### config.mk
export PLATFORM = sky130hd
export DESIGN_NAME = trena_transmissor
export DESIGN_NICKNAME = d
export VERILOG_FILES = /design/src/rtl/trena_pkg.sv /design/src/rtl/contador_m.sv /design/src/rtl/trena_transmissor.sv
export SDC_FILE = /design/constraint.sdc
export NUM_CORES = 1
export LEC_CHECK = 0
export CAP_MARGIN = 10
export CORE_ASPECT_RATIO = 0.7
export CORE_MARGIN = 10
export CORE_UTILIZATION = 40
export CTS_CLUSTER_DIAMETER = 200
export DETAILED_ROUTE_END_ITERATION = 8
export DONT_BUFFER_PORTS = 1
export PLACE_DENSITY = 0.63
export SYNTH_ARGS = -nofsm -noshare
export SYNTH_HDL_FRONTEND = slang
export SYNTH_SLANG_ARGS = --single-unit
### constraint.sdc
create_clock -name clock -period 2.8 [get_ports clock]
set_input_delay 0.56 -clock clock [delete_from_list [all_inputs] [get_ports clock]]
set_output_delay 0.56 -clock clock [all_outputs]
set_load 0.01 [all_outputs]
### src/rtl/trena_pkg.sv
// trena_pkg: shared constants for the tape-measure serial transmitter.
//   - FSM state encodings (also the db_estado debug codes)
//   - ASCII base for digits, message terminator, default bit period
//   - frame length and helpers that build a 7O1 frame
package trena_pkg;

    localparam logic [2:0] OCIOSO          = 3'b000;
    localparam logic [2:0] CARREGA         = 3'b001;
    localparam logic [2:0] TRANSMITE       = 3'b010;
    localparam logic [2:0] FIM_CARACTERE   = 3'b011;
    localparam logic [2:0] ESTADO_INVALIDO = 3'b111;

    localparam logic [6:0] ASCII_BASE = 7'h30;
    localparam logic [6:0] TERMINADOR = 7'h23;

    // 115200 baud at 50 MHz
    localparam int CLKS_POR_BIT_PADRAO = 434;
    localparam int FRAME_LEN           = 10;

    // Nibbles A-F are not trapped: they simply land on 0x3A..0x3F.
    function automatic logic [6:0] ascii_de(input logic [3:0] nibble);
        return ASCII_BASE + {3'b000, nibble};
    endfunction

    // Bit 0 goes out first: start, 7 data bits LSB first, odd parity, stop.
    function automatic logic [FRAME_LEN-1:0] monta_quadro(input logic [6:0] c);
        return {1'b1, ~^c, c, 1'b0};
    endfunction

endpackage

### src/rtl/contador_m.sv
// contador_m: modulo-M counter used as the per-bit timer.
//   clock  in  system clock
//   reset  in  async active-low reset
//   zera   in  synchronous clear (wins over conta)
//   conta  in  count enable
//   fim    out high while the count sits at M-1 (end of count)
module contador_m #(
    parameter int M = 4,
    parameter int N = $clog2(M)
) (
    input  logic clock,
    input  logic reset,
    input  logic zera,
    input  logic conta,
    output logic fim
);

    logic [N-1:0] q;

    always_ff @(posedge clock or negedge reset) begin
        if (!reset)
            q <= '0;
        else if (zera)
            q <= '0;
        else if (conta)
            q <= (q == N'(M-1)) ? '0 : q + N'(1);
    end

    assign fim = (q == N'(M-1));

endmodule

### src/rtl/trena_transmissor.sv
// trena_transmissor: sends a 3-digit BCD measurement as "ddd#" over a
// 7O1 asynchronous serial line.
//   clock         in   system clock
//   reset         in   async active-low reset
//   envia         in   level request, sampled only while idle
//   medida[11:0]  in   {centena, dezena, unidade}, latched on acceptance
//   saida_serial  out  registered serial line, idle high
//   ocupado       out  high whenever not idle
//   fim_digito    out  one-cycle pulse after each character
//   fim_envio     out  one-cycle pulse with the last fim_digito
//   db_estado     out  state code (111 for an illegal state)
module trena_transmissor
    import trena_pkg::*;
#(
    parameter int CLKS_POR_BIT = CLKS_POR_BIT_PADRAO
) (
    input  logic        clock,
    input  logic        reset,
    input  logic        envia,
    input  logic [11:0] medida,
    output logic        saida_serial,
    output logic        ocupado,
    output logic        fim_digito,
    output logic        fim_envio,
    output logic [2:0]  db_estado
);

    logic [2:0]           estado;
    logic [11:0]          medida_reg;
    logic [1:0]           indice;
    logic [3:0]           bit_idx;
    logic [FRAME_LEN-1:0] quadro;
    logic [FRAME_LEN-1:0] quadro_novo;
    logic [6:0]           caractere;
    logic                 transmitindo;
    logic                 fim_tempo;
    logic                 tick;

    assign transmitindo = (estado == TRANSMITE);

    // Held clear outside TRANSMITE so every bit starts with a full period.
    contador_m #(.M(CLKS_POR_BIT)) u_tempo_bit (
        .clock (clock),
        .reset (reset),
        .zera  (!transmitindo),
        .conta (transmitindo),
        .fim   (fim_tempo)
    );

    assign tick = transmitindo & fim_tempo;

    always_comb begin
        caractere = TERMINADOR;
        case (indice)
            2'd0:    caractere = ascii_de(medida_reg[11:8]);
            2'd1:    caractere = ascii_de(medida_reg[7:4]);
            2'd2:    caractere = ascii_de(medida_reg[3:0]);
            default: caractere = TERMINADOR;
        endcase
    end

    assign quadro_novo = monta_quadro(caractere);

    // saida_serial is computed one cycle ahead so the flop presents the
    // right bit on the first TRANSMITE cycle and returns high with FIM.
    always_ff @(posedge clock or negedge reset) begin
        if (!reset) begin
            estado       <= OCIOSO;
            medida_reg   <= '0;
            indice       <= '0;
            bit_idx      <= '0;
            quadro       <= '1;
            saida_serial <= 1'b1;
        end else begin
            case (estado)
                OCIOSO: begin
                    saida_serial <= 1'b1;
                    if (envia) begin
                        medida_reg <= medida;
                        indice     <= '0;
                        estado     <= CARREGA;
                    end
                end
                CARREGA: begin
                    quadro       <= quadro_novo;
                    bit_idx      <= '0;
                    saida_serial <= quadro_novo[0];
                    estado       <= TRANSMITE;
                end
                TRANSMITE: begin
                    if (tick) begin
                        if (bit_idx == 4'(FRAME_LEN-1)) begin
                            saida_serial <= 1'b1;
                            estado       <= FIM_CARACTERE;
                        end else begin
                            quadro       <= {1'b1, quadro[FRAME_LEN-1:1]};
                            saida_serial <= quadro[1];
                            bit_idx      <= bit_idx + 4'd1;
                        end
                    end
                end
                FIM_CARACTERE: begin
                    saida_serial <= 1'b1;
                    if (indice == 2'd3) begin
                        estado <= OCIOSO;
                    end else begin
                        indice <= indice + 2'd1;
                        estado <= CARREGA;
                    end
                end
                default: begin
                    saida_serial <= 1'b1;
                    estado       <= OCIOSO;
                end
            endcase
        end
    end

    assign ocupado    = (estado != OCIOSO);
    assign fim_digito = (estado == FIM_CARACTERE);
    assign fim_envio  = (estado == FIM_CARACTERE) && (indice == 2'd3);

    always_comb begin
        case (estado)
            OCIOSO, CARREGA, TRANSMITE, FIM_CARACTERE: db_estado = estado;
            default:                                   db_estado = ESTADO_INVALIDO;
        endcase
    end

endmodule

==> impl_metrics.json <==
{
  "synth_seq_cells": 38,
  "clk-insertion-delay-late_ns": 0.29,
  "grt_pass1_vias": 1359,
  "via_per_inst": 5.13,
  "first_pass_iters": 5,
  "p_per_area_mw_per_mm2": 437,
  "die_h_um": 79.0,
  "grt_overflow": 0,
  "root_buffer": "clkbuf_8",
  "rows": 21,
  "hpwl_um": 2720,
  "synthArstFlopShare_pct": 100,
  "numPortBuffers": 0,
  "synth_nets": 209,
  "synth_area_mm2": 0.00199,
  "setup.worst_path.start": "estado[1]",
  "track_usage_pct": 10.0,
  "die-area_mm2": 0.00824,
  "path_class": "flip-flop to output pin",
  "via_count": 1314,
  "ctsResizeCount": 0,
  "diodes": 0,
  "hold_path_class": "input pin to async pin",
  "required_ns": 2.24,
  "final_util_pct": 45.4,
  "peakVddDrop_v": 0.000182,
  "layout_commonest_cell": "dfrtp_1",
  "cts_tree": "built",
  "post-cts-setup-buffers": 0,
  "area_growth_syn_to_layout_pct": 9.25,
  "numClockSinks": 38,
  "hold_viol": 0,
  "ys.flop_type": "dfrtp_1",
  "crit_path_end_kind": "output pin",
  "fp.dieW_um": 104,
  "crit_arrival_ns": 1.68,
  "rsz0062_at_grt": "false",
  "routedWlPerCell_um": 15.2,
  "gp_congestion": 0.777,
  "drtIter0Drc": 98,
  "status": "finished clean",
  "timing.rr.end": "bit_idx[3]",
  "layout_min_cycle_time_ns": 2.24,
  "coreArea_mm2": 0.00478,
  "max_freq_mhz": 447,
  "cts.reportedPaths.clkPinSlew_ns": 0.07,
  "setup.worst_path.start_class": "flip-flop",
  "largest_reg_flops": 12,
  "r2r_setup_slack_ns": 0.80,
  "worstPathMaxFanout": 9,
  "worstReg2RegStart": "estado[0]",
  "grt_max_degree": 30,
  "io_pins": 22,
  "tightest_slew_ns": 0.550,
  "drv_slew": 0,
  "cap_viol_max_count": 0,
  "synth-seq-area-share_pct": 48.4,
  "layout_common_cells": "29 x dfrtp_1, 14 x nor2_1, 13 x mux2_2, 13 x ha_1",
  "cts_buffers": 5,
  "finalClockSkew_ns": 0.00410,
  "synth_cell_types": 41,
  "fin_crit_sh_pct": 79.9,
  "cts_buffer_depth": 2,
  "drc": 0,
  "total_leakage_power_nw": 1.02,
  "synth_edf_count": 0,
  "worstRegToRegCells": 7,
  "yosys_warnings": 0,
  "holdWs_ns": 0.0903,
  "cts-htree-levels": 2,
  "grt_pass1_wl_um": 6710,
  "nets": 214,
  "drive_above_1_share_pct": 21.9,
  "ant_nets": 0,
  "setup_violations": 0,
  "fin_setup_tns_ns": 0,
  "antenna_found_initial": 0,
  "wirelength_um": 3890,
  "synth.avg_cell_area_um2": 11.0,
  "relSlewSlack_pct": 63.4,
  "start_util_pct": 41.6,
  "nFillCells": 487,
  "syn-instance-count": 181
}
-- where the power goes --
group	switching [mW]	total, mW	internal (mW)
combinational	0.00852	0.0122	0.00373
clock	0.189	0.388	0.199
sequential	0	0.549	0.549
total	0.197	0.949	0.752
-- cell usage after synthesis (2+ instances only) --
library cell	n	area, µm²
nor3_1	3	15.0
nor2_1	14	52.6
dfstp_2	9	236
or3_1	2	12.5
xor2_1	3	26.3
a21o_2	2	17.5
mux2_2	13	146
buf_4	2	15.0
nand2_1	10	37.5
o21ai_0	9	45.0
dfrtp_1	29	726
nand2b_1	2	12.5
nor2b_1	4	25.0
nand3_1	8	40.0
ha_1	13	163
o22ai_1	2	12.5
inv_1	12	45.0
xnor2_1	5	43.8
buf_2	2	10.0
a222oi_1	4	40.0
a21oi_1	12	60.1
or2_2	2	12.5
-- what timing repair did --
item	4_1_cts	5_1_grt
hold buffers	1	0
endpoints found under the setup margin	0	0
endpoints found under the hold margin	29	0
-- worst max-delay path, cell delays in order, from the launching register on --
cell and delay (ns):
dfrtp_1 0.41, ha_1 0.40, nor4_1 0.10, buf_4 0.16
or2_2 0.31
-- how the worst max path moves through the flow --
stage / endpoint / slack, ns
floorplan: db_estado[0] / 0.70
global placement: estado[1] / 0.87
detailed placement: bit_idx[3] / 0.82
CTS: db_estado[0] / 0.54
global route: db_estado[0] / 0.43
finish: db_estado[0] / 0.56
-- layout make-up --
class | count | area (µm²) | area share, %
flip-flops and latches | 38 | 962 | 44.3
well taps | 69 | 86.3 | 3.97
repair buffers | 3 | 35.0 | 1.61
clock inverters | 1 | 5.00 | 0.230
inverters | 12 | 45.0 | 2.07
multi-input cells | 126 | 952 | 43.8
clock buffers | 7 | 86.3 | 3.97
-- per-layer routing --
metal	share of wire, %	GRT usage [%]	up-vias
li1	-	-	648
met1	50	13.3	644
met2	43	14.2	17
met3	5.6	3.87	5
met4	1.6	4.57	0
met5	0	0	-
-- stage by stage --
step	std cells	setup slack, ns	instance area [µm²]	total power, mW
floorplan	181	0.704	1990	0.561
finish	256	0.562	2170	0.949
detailed placement	247	0.825	2060	0.561
CTS	256	0.540	2170	0.963
global placement	247	0.873	2060	0.561
global route	256	0.428	2170	0.988
-- logic make-up after synthesis --
| kind of cell | count (synthesis) | synth area share, % |
|---|---|---|
| XOR/XNOR | 8 | 3.52 |
| multiplexers | 14 | 7.87 |
| adder cells (fa/ha/maj) | 13 | 8.18 |
| flip-flops | 38 | 48.4 |
| AND/OR/NAND/NOR | 54 | 15.0 |
| AO/OA/AOI/OAI | 37 | 13.3 |
| buffers and inverters | 17 | 3.71 |
(Power assumes the default switching activity.)
